**config.mk**
```make
export PLATFORM = sky130hd
export DESIGN_NAME = div_8by4_seq
export DESIGN_NICKNAME = d
export VERILOG_FILES = /design/src/rtl/div_8by4_seq.sv
export SDC_FILE = /design/constraint.sdc
export NUM_CORES = 1
export LEC_CHECK = 0
export CAP_MARGIN = 15
export CORE_ASPECT_RATIO = 1.1
export CORE_MARGIN = 2
export CORE_UTILIZATION = 55
export CTS_BUF_LIST = sky130_fd_sc_hd__clkbuf_4 sky130_fd_sc_hd__clkbuf_8 sky130_fd_sc_hd__clkbuf_16
export DETAILED_ROUTE_END_ITERATION = 8
export PLACE_DENSITY_LB_ADDON = 0.15
export SLEW_MARGIN = 20
export SYNTH_ARGS = -nofsm -noshare
export SYNTH_HDL_FRONTEND = slang
export SYNTH_SLANG_ARGS = --single-unit
```
**constraint.sdc**
```tcl
create_clock -name clk -period 3.9 [get_ports clk]
set_input_delay 0.585 -clock clk [delete_from_list [all_inputs] [get_ports clk]]
set_output_delay 0.585 -clock clk [all_outputs]
set_load 0.02 [all_outputs]
```
**src/rtl/div_8by4_seq.sv**
```systemverilog
// Sequential 8-bit by 4-bit unsigned restoring divider.
// Takes a fixed 9 cycles from the accepting edge to the result, whatever the operand values.
module div_8by4_seq (
    input  logic       clk,
    input  logic       rst_n,
    input  logic       start,
    input  logic [7:0] dividend,
    input  logic [3:0] divisor,
    output logic [7:0] quotient,
    output logic [3:0] remainder,
    output logic       done,
    output logic       div_by_zero
);

    typedef enum logic [1:0] {
        IDLE = 2'd0,
        BUSY = 2'd1,
        DONE = 2'd2
    } state_t;

    state_t     state;
    state_t     state_nxt;

    // work starts as the dividend; its MSB shifts out each step and the
    // quotient bit shifts in at the LSB, so it holds the quotient after 8 steps.
    logic [7:0] work;
    logic [3:0] dvs;
    logic [4:0] prem;
    logic [3:0] cnt;

    logic       accept;
    logic       last_step;
    logic [4:0] trial;
    logic       fits;

    assign accept    = start && (state != BUSY);
    assign last_step = (state == BUSY) && (cnt == 4'd8);
    assign trial     = (prem << 1) | {4'b0000, work[7]};
    assign fits      = trial >= {1'b0, dvs};
    assign done      = (state == DONE);

    always_ff @(posedge clk or negedge rst_n) begin
        if (!rst_n) begin
            state <= IDLE;
        end else begin
            // NOTE: sequential state always uses <= so every flop samples pre-edge values.
            state <= state_nxt;
        end
    end

    always_comb begin
        // NOTE: default first so no path leaves state_nxt unassigned (no latch).
        state_nxt = state;
        case (state)
            IDLE:    if (start) state_nxt = BUSY;
            BUSY:    if (cnt == 4'd8) state_nxt = DONE;
            DONE:    if (start) state_nxt = BUSY;
            default: state_nxt = IDLE;
        endcase
    end

    always_ff @(posedge clk or negedge rst_n) begin
        if (!rst_n) begin
            work        <= '0;
            dvs         <= '0;
            prem        <= '0;
            cnt         <= '0;
            quotient    <= '0;
            remainder   <= '0;
            div_by_zero <= 1'b0;
        end else if (accept) begin
            work <= dividend;
            dvs  <= divisor;
            prem <= '0;
            cnt  <= '0;
        end else if (last_step) begin
            // A zero divisor leaves a partial remainder of garbage; report the fixed code instead.
            quotient    <= (dvs == 4'd0) ? 8'hFF : work;
            remainder   <= (dvs == 4'd0) ? 4'h0 : prem[3:0];
            div_by_zero <= (dvs == 4'd0);
        end else if (state == BUSY) begin
            prem <= fits ? (trial - {1'b0, dvs}) : trial;
            work <= {work[6:0], fits};
            cnt  <= cnt + 4'd1;
        end
    end

endmodule

```
; Word-level counts from Yosys, hierarchy flattened
; Index checks and enable logic that the tools add are counted.
[word_totals]
input_bits = 15
elab_cells = 44
reg_bits = 35
output_inout_bits = 14
[classes]
reduce_logical = 9
order_cmp = 1
n_mux = 15
n_eq_ne = 7
bitwise = 2
n_addsub = 2
[ops]
columns = operator, n
row1 = 2-to-1 mux 4 bit, 8
row2 = 2-to-1 mux 8 bit, 4
row3 = AND reduction 2 bit, 3
row4 = >= comparator 5 x 4 -> 1 bit, 1
row5 = bitwise OR 5 x 1 -> 5 bit, 1
row6 = "adder 4 x 1 -> 4 bit, second input constant", 1
row7 = "equality test 4 bit, second input constant", 1
row8 = logical NOT 4 bit, 1
row9 = 2-to-1 mux 2 bit, 2
row10 = "inequality test 2 x 1 -> 1 bit, second input constant", 2
row11 = "inequality test 2 bit, second input constant", 2
row12 = case mux 2 bit (2 select lines), 1
row13 = subtractor 4 bit, 1
row14 = "equality test 2 x 1 -> 1 bit, second input constant", 1
row15 = "equality test 2 bit, second input constant", 1
row16 = logical AND 1 bit, 2
row17 = logical NOT 2 bit, 1
row18 = nonzero test 2 bit, 1
row19 = OR reduction 2 bit, 1
row20 = NOT 1 bit, 1

; Logic depth before layout (Yosys ltp)
[logic_depth]
word_depth = 6
mapped_depth = 7

; Worst setup path after synthesis
; OpenSTA, ideal clock, no wires.
[synth_path]
path_kind = register to register
start = register prem[1]
end = register prem[2]
setup_time_ns = 0.136
t_required_ns = 3.764
path_stages_with_launch = 6
arrival_time_ns = 1.650
period_less_slack_ns = 1.786
slack_ns = 2.114
path_cell_list = dfrtp_1 ha_1 or2_1 a211oi_1 or2_2 o311ai_1
[synth_between]
elab_chain_len = 6
elab_cells_between_ends = 7
classes_between = 1 x add/sub / 1 x order compare / 4 x mux / 1 x bitwise
[synth_lines]
columns = element, line
row1 = from (decl), 28  ; logic [4:0] prem;
row2 = from (signal assigned), 82  ; prem <= fits ? (trial - {1'b0, dvs}) : trial;
row3 = bitwise OR 5 x 1 -> 5 bit *, 38  ; assign trial = (prem << 1) | {4'b0000, work[7]};
row4 = subtractor 4 bit / >= comparator 5 x 4 -> 1 bit (equally long branches), "82, 39"
row5 = 2-to-1 mux 4 bit *, 82
row6 = 2-to-1 mux 4 bit *, 81  ; end else if (state == BUSY) begin
row7 = 2-to-1 mux 4 bit *, 76  ; end else if (last_step) begin
row8 = 2-to-1 mux 4 bit *, 71  ; end else if (accept) begin
; Mark *: on every way between the ends. The rest lies on a longest branch, timed or not. The select of a mux whose other input is x is not followed.
; A chain may end at the register's enable or synchronous reset.

; Final worst setup path
[layout_path]
start = register state[0]
end = output done
[layout_between]
elab_chain_len = 1
[layout_lines]
columns = element, line
row1 = from (decl), 21  ; state_t state;
row2 = from (signal assigned), 47  ; state <= state_nxt;
row3 = equality test 2 bit, 40  ; assign done = (state == DONE);
row4 = to (decl), 11  ; output logic done,
; No other way between the ends.

==> results.sh <==
export IMPL_status="finished clean"
export IMPL_totalWireLength_mm=3.64
export IMPL_crit_start="state[0]"
export IMPL_fin_crit_ns=2.17
export IMPL_ys_types=37
export IMPL_syn_inst=153
export IMPL_dpl_cell_area_sq_um=1920
export IMPL_ys_flop_type="dfrtp_1"
export IMPL_clk_pin_slew_worst_paths_ns=0.10
export IMPL_rrSetupSlack_ns=1.76
export IMPL_area_growth_synth_to_final_pct=22.5
export IMPL_yosys_register_bits=35
export IMPL_vias=1315
export IMPL_drv_cap=0
export IMPL_grt_remaining_overflow=0
export IMPL_cts_inserted_buffers=5
export IMPL_reg2reg_depth=6
export IMPL_cts_tree="built"
export IMPL_cts_root_buf="clkbuf_4"
export IMPL_drc_errors=0
export IMPL_post_cts_buffers=0
export IMPL_clock_power_share_pct=11.0
export IMPL_dieWidth_microns=55.7
export IMPL_power_frac_seq_pct=37.2
export IMPL_gp_congestion=0.898
export IMPL_syn_num_nets=175
export IMPL_maxSlewHeadroom_pct=36.9
export IMPL_clock_sinks=35
export IMPL_avgViaCountPerCell=6.06
export IMPL_finalCritPeriodShare_pct=55.7
export IMPL_tns_ns=0
export IMPL_grt_pass1_vias=1302
export IMPL_hold_end="remainder[0]"
export IMPL_synth_warnings=0
export IMPL_start_kind="flop"
export IMPL_p_leak_nw=0.881
export IMPL_grt_usage_pct=24.2
export IMPL_ios=29
export IMPL_worstMarginPinSlew_ns=0.942
export IMPL_report_final_setup_viol=0
export IMPL_dpl_cell_count=210
export IMPL_swShare_pct=42.1
export IMPL_synth_edf_count=0
export IMPL_p_int_mw=1.05
export IMPL_hold_depth=2
export IMPL_r2r_end="work[7]"
export IMPL_grt_max_degree=36
export IMPL_drv_slew=0
export IMPL_grt_pass1_wl_mm=6.02
export IMPL_fmax_mhz=460
export IMPL_insertion_delay_ns=0.34
export IMPL_path_max_fanout=4
export IMPL_power_density_nw_per_um2=919
export IMPL_row_count=20
export IMPL_firstDrtPassIters=4
export IMPL_clockBufferDepth=2
export IMPL_postCtsHoldBufs=0
export IMPL_post_cts_resize_count=0
export IMPL_p_sw_mw=0.767
export IMPL_cp_end_kind="output pin"
export IMPL_antenna_found_initial=0
export IMPL_r2r_start="cnt[0]"
export IMPL_ir_drop_uv=526
export IMPL_diodes=0
export IMPL_ys_seq_area_share_pct=54.2
export IMPL_core_area_sq_um=2780
export IMPL_rsz0062_at_grt="no"
export IMPL_critPathRequiredTime_ns=3.31
export IMPL_path_class="flop to output pin"
export IMPL_numPortBuffers=28
export IMPL_dieArea_sq_um=3390
export IMPL_wire_per_inst_microns=16.8
export IMPL_stdcell_count=217
export IMPL_whs_ns=0.481
export IMPL_die_y_microns=60.8
export IMPL_synth_area_sq_um=1620
export IMPL_drive_above_1_share_pct=6.52
export IMPL_avgSynthCellArea_sq_um=10.6
export IMPL_drtIter0Drc=56
export IMPL_htree_num_levels=2
export IMPL_async_flop_share_pct=100
export IMPL_hpwl_mm=2.65
export IMPL_combinationalPowerShare_pct=51.8
export IMPL_cp_arrival_ns=1.59
export IMPL_hp_class="flop to flop"
export IMPL_finalHoldViolCount=0
export IMPL_stdcell_area_sq_um=1980
export IMPL_ant_nets=0
export IMPL_initial_core_util_pct=58.2
export IMPL_finClkSkew_ns=0.00717
export IMPL_layout_nets=206
export IMPL_hp_start="remainder[0]"
## cells in the mapped netlist, types with 3 or more instances
| cell type | count | area [sq um] |
|---|---|---|
| nand3_1 | 14 | 70.1 |
| a22oi_1 | 6 | 45.0 |
| ha_1 | 6 | 75.1 |
| nor2_1 | 8 | 30.0 |
| o22a_1 | 7 | 61.3 |
| clkbuf_1 | 3 | 11.3 |
| o211ai_1 | 5 | 37.5 |
| nand2_1 | 18 | 67.6 |
| xor2_1 | 3 | 26.3 |
| o21ai_0 | 6 | 30.0 |
| dfrtp_1 | 35 | 876 |
| o311ai_1 | 3 | 26.3 |
| a22o_1 | 3 | 26.3 |
| inv_1 | 8 | 30.0 |
## critical path: stages (launching register included)
cell,delay [ns]
dfrtp_1,0.42
nor2b_1,0.19
clkdlybuf4s50_1,0.64
## worst max path at each step
stage,slack (ns),endpoint
final,1.73,done
after CTS,1.73,done
after floorplan,2.11,prem[2]
after global routing,1.66,work[7]
after global placement,1.76,work[7]
after detailed placement,1.66,work[7]
## layer usage
| layer | GRT usage, % | vias to the layer above | share of wire (%) |
|---|---|---|---|
| met2 | 40.0 | 48 | 50 |
| met3 | 5.33 | 10 | 5.4 |
| met4 | 15.3 | 0 | 2.6 |
| met5 | 0 | - | 0 |
| li1 | - | 612 | - |
| met1 | 29.6 | 645 | 42 |
## per-stage QoR
stage	power [mW]	setup slack, ns	utilization [%]
global route	1.96	1.66	71.3
floorplan	1.30	2.11	-
finish	1.82	1.73	71.3
global placement	1.56	1.76	69.2
CTS	1.82	1.73	71.3
detailed placement	1.62	1.66	69.2
## cell families (layout without fill, tap and decap cells)
group / count (synthesis) / in the layout / synth area share (%)
AO/OA/AOI/OAI: 37 / 37 / 17.2
XOR/XNOR: 4 / 4 / 2.17
adder cells (fa/ha/maj): 7 / 7 / 5.89
buffers and inverters: 13 / 44 / 3.18
flip-flops: 35 / 35 / 54.2
AND/OR/NAND/NOR: 57 / 57 / 17.4
## sequential cells by signal (all words and copies together) (netlist names)
| name | flops |
|---|---|
| work | 8 |
| state | 2 |
| remainder | 4 |
| cnt | 4 |
| prem | 4 |
| dvs | 4 |
| quotient | 8 |
| div_by_zero | 1 |
## power groups by stage
stage	Clock, mW	Sequential [mW]	Combinational, mW
after floorplan	0	0.731	0.574
after global placement	0	0.670	0.892
after detailed placement	0	0.684	0.940
after CTS	0.203	0.676	0.943
after global routing	0.220	0.698	1.04
final	0.199	0.678	0.942
## final cells by class
| cell class | count | area (sq um) |
|---|---|---|
| clock inverter | 1 | 5.00 |
| fill | 201 | 798 |
| multi-input combinational | 105 | 688 |
| inverter | 8 | 30.0 |
| clock buffer | 6 | 51.3 |
| sequential | 35 | 876 |
| tap | 33 | 41.3 |
| timing repair buffer | 29 | 288 |
## cell usage in the layout (no fill, tap or decap), types with 2 or more instances in the layout
cell type / Yosys / layout
or3_1: 2 / 2
nand2b_1: 2 / 2
a22oi_1: 6 / 6
a21oi_1: 2 / 2
a22o_1: 3 / 3
ha_1: 6 / 6
dfrtp_1: 35 / 35
o211ai_1: 5 / 5
nand3_1: 14 / 14
nand2_1: 18 / 18
o21ai_0: 6 / 6
o311ai_1: 3 / 3
clkdlybuf4s50_1: 0 / 28
inv_1: 8 / 8
o22a_1: 7 / 7
xor2_1: 3 / 3
nand3b_1: 2 / 2
clkbuf_4: 0 / 5
nor2_1: 8 / 8
Note: power is estimated with default switching activity, not from simulation.
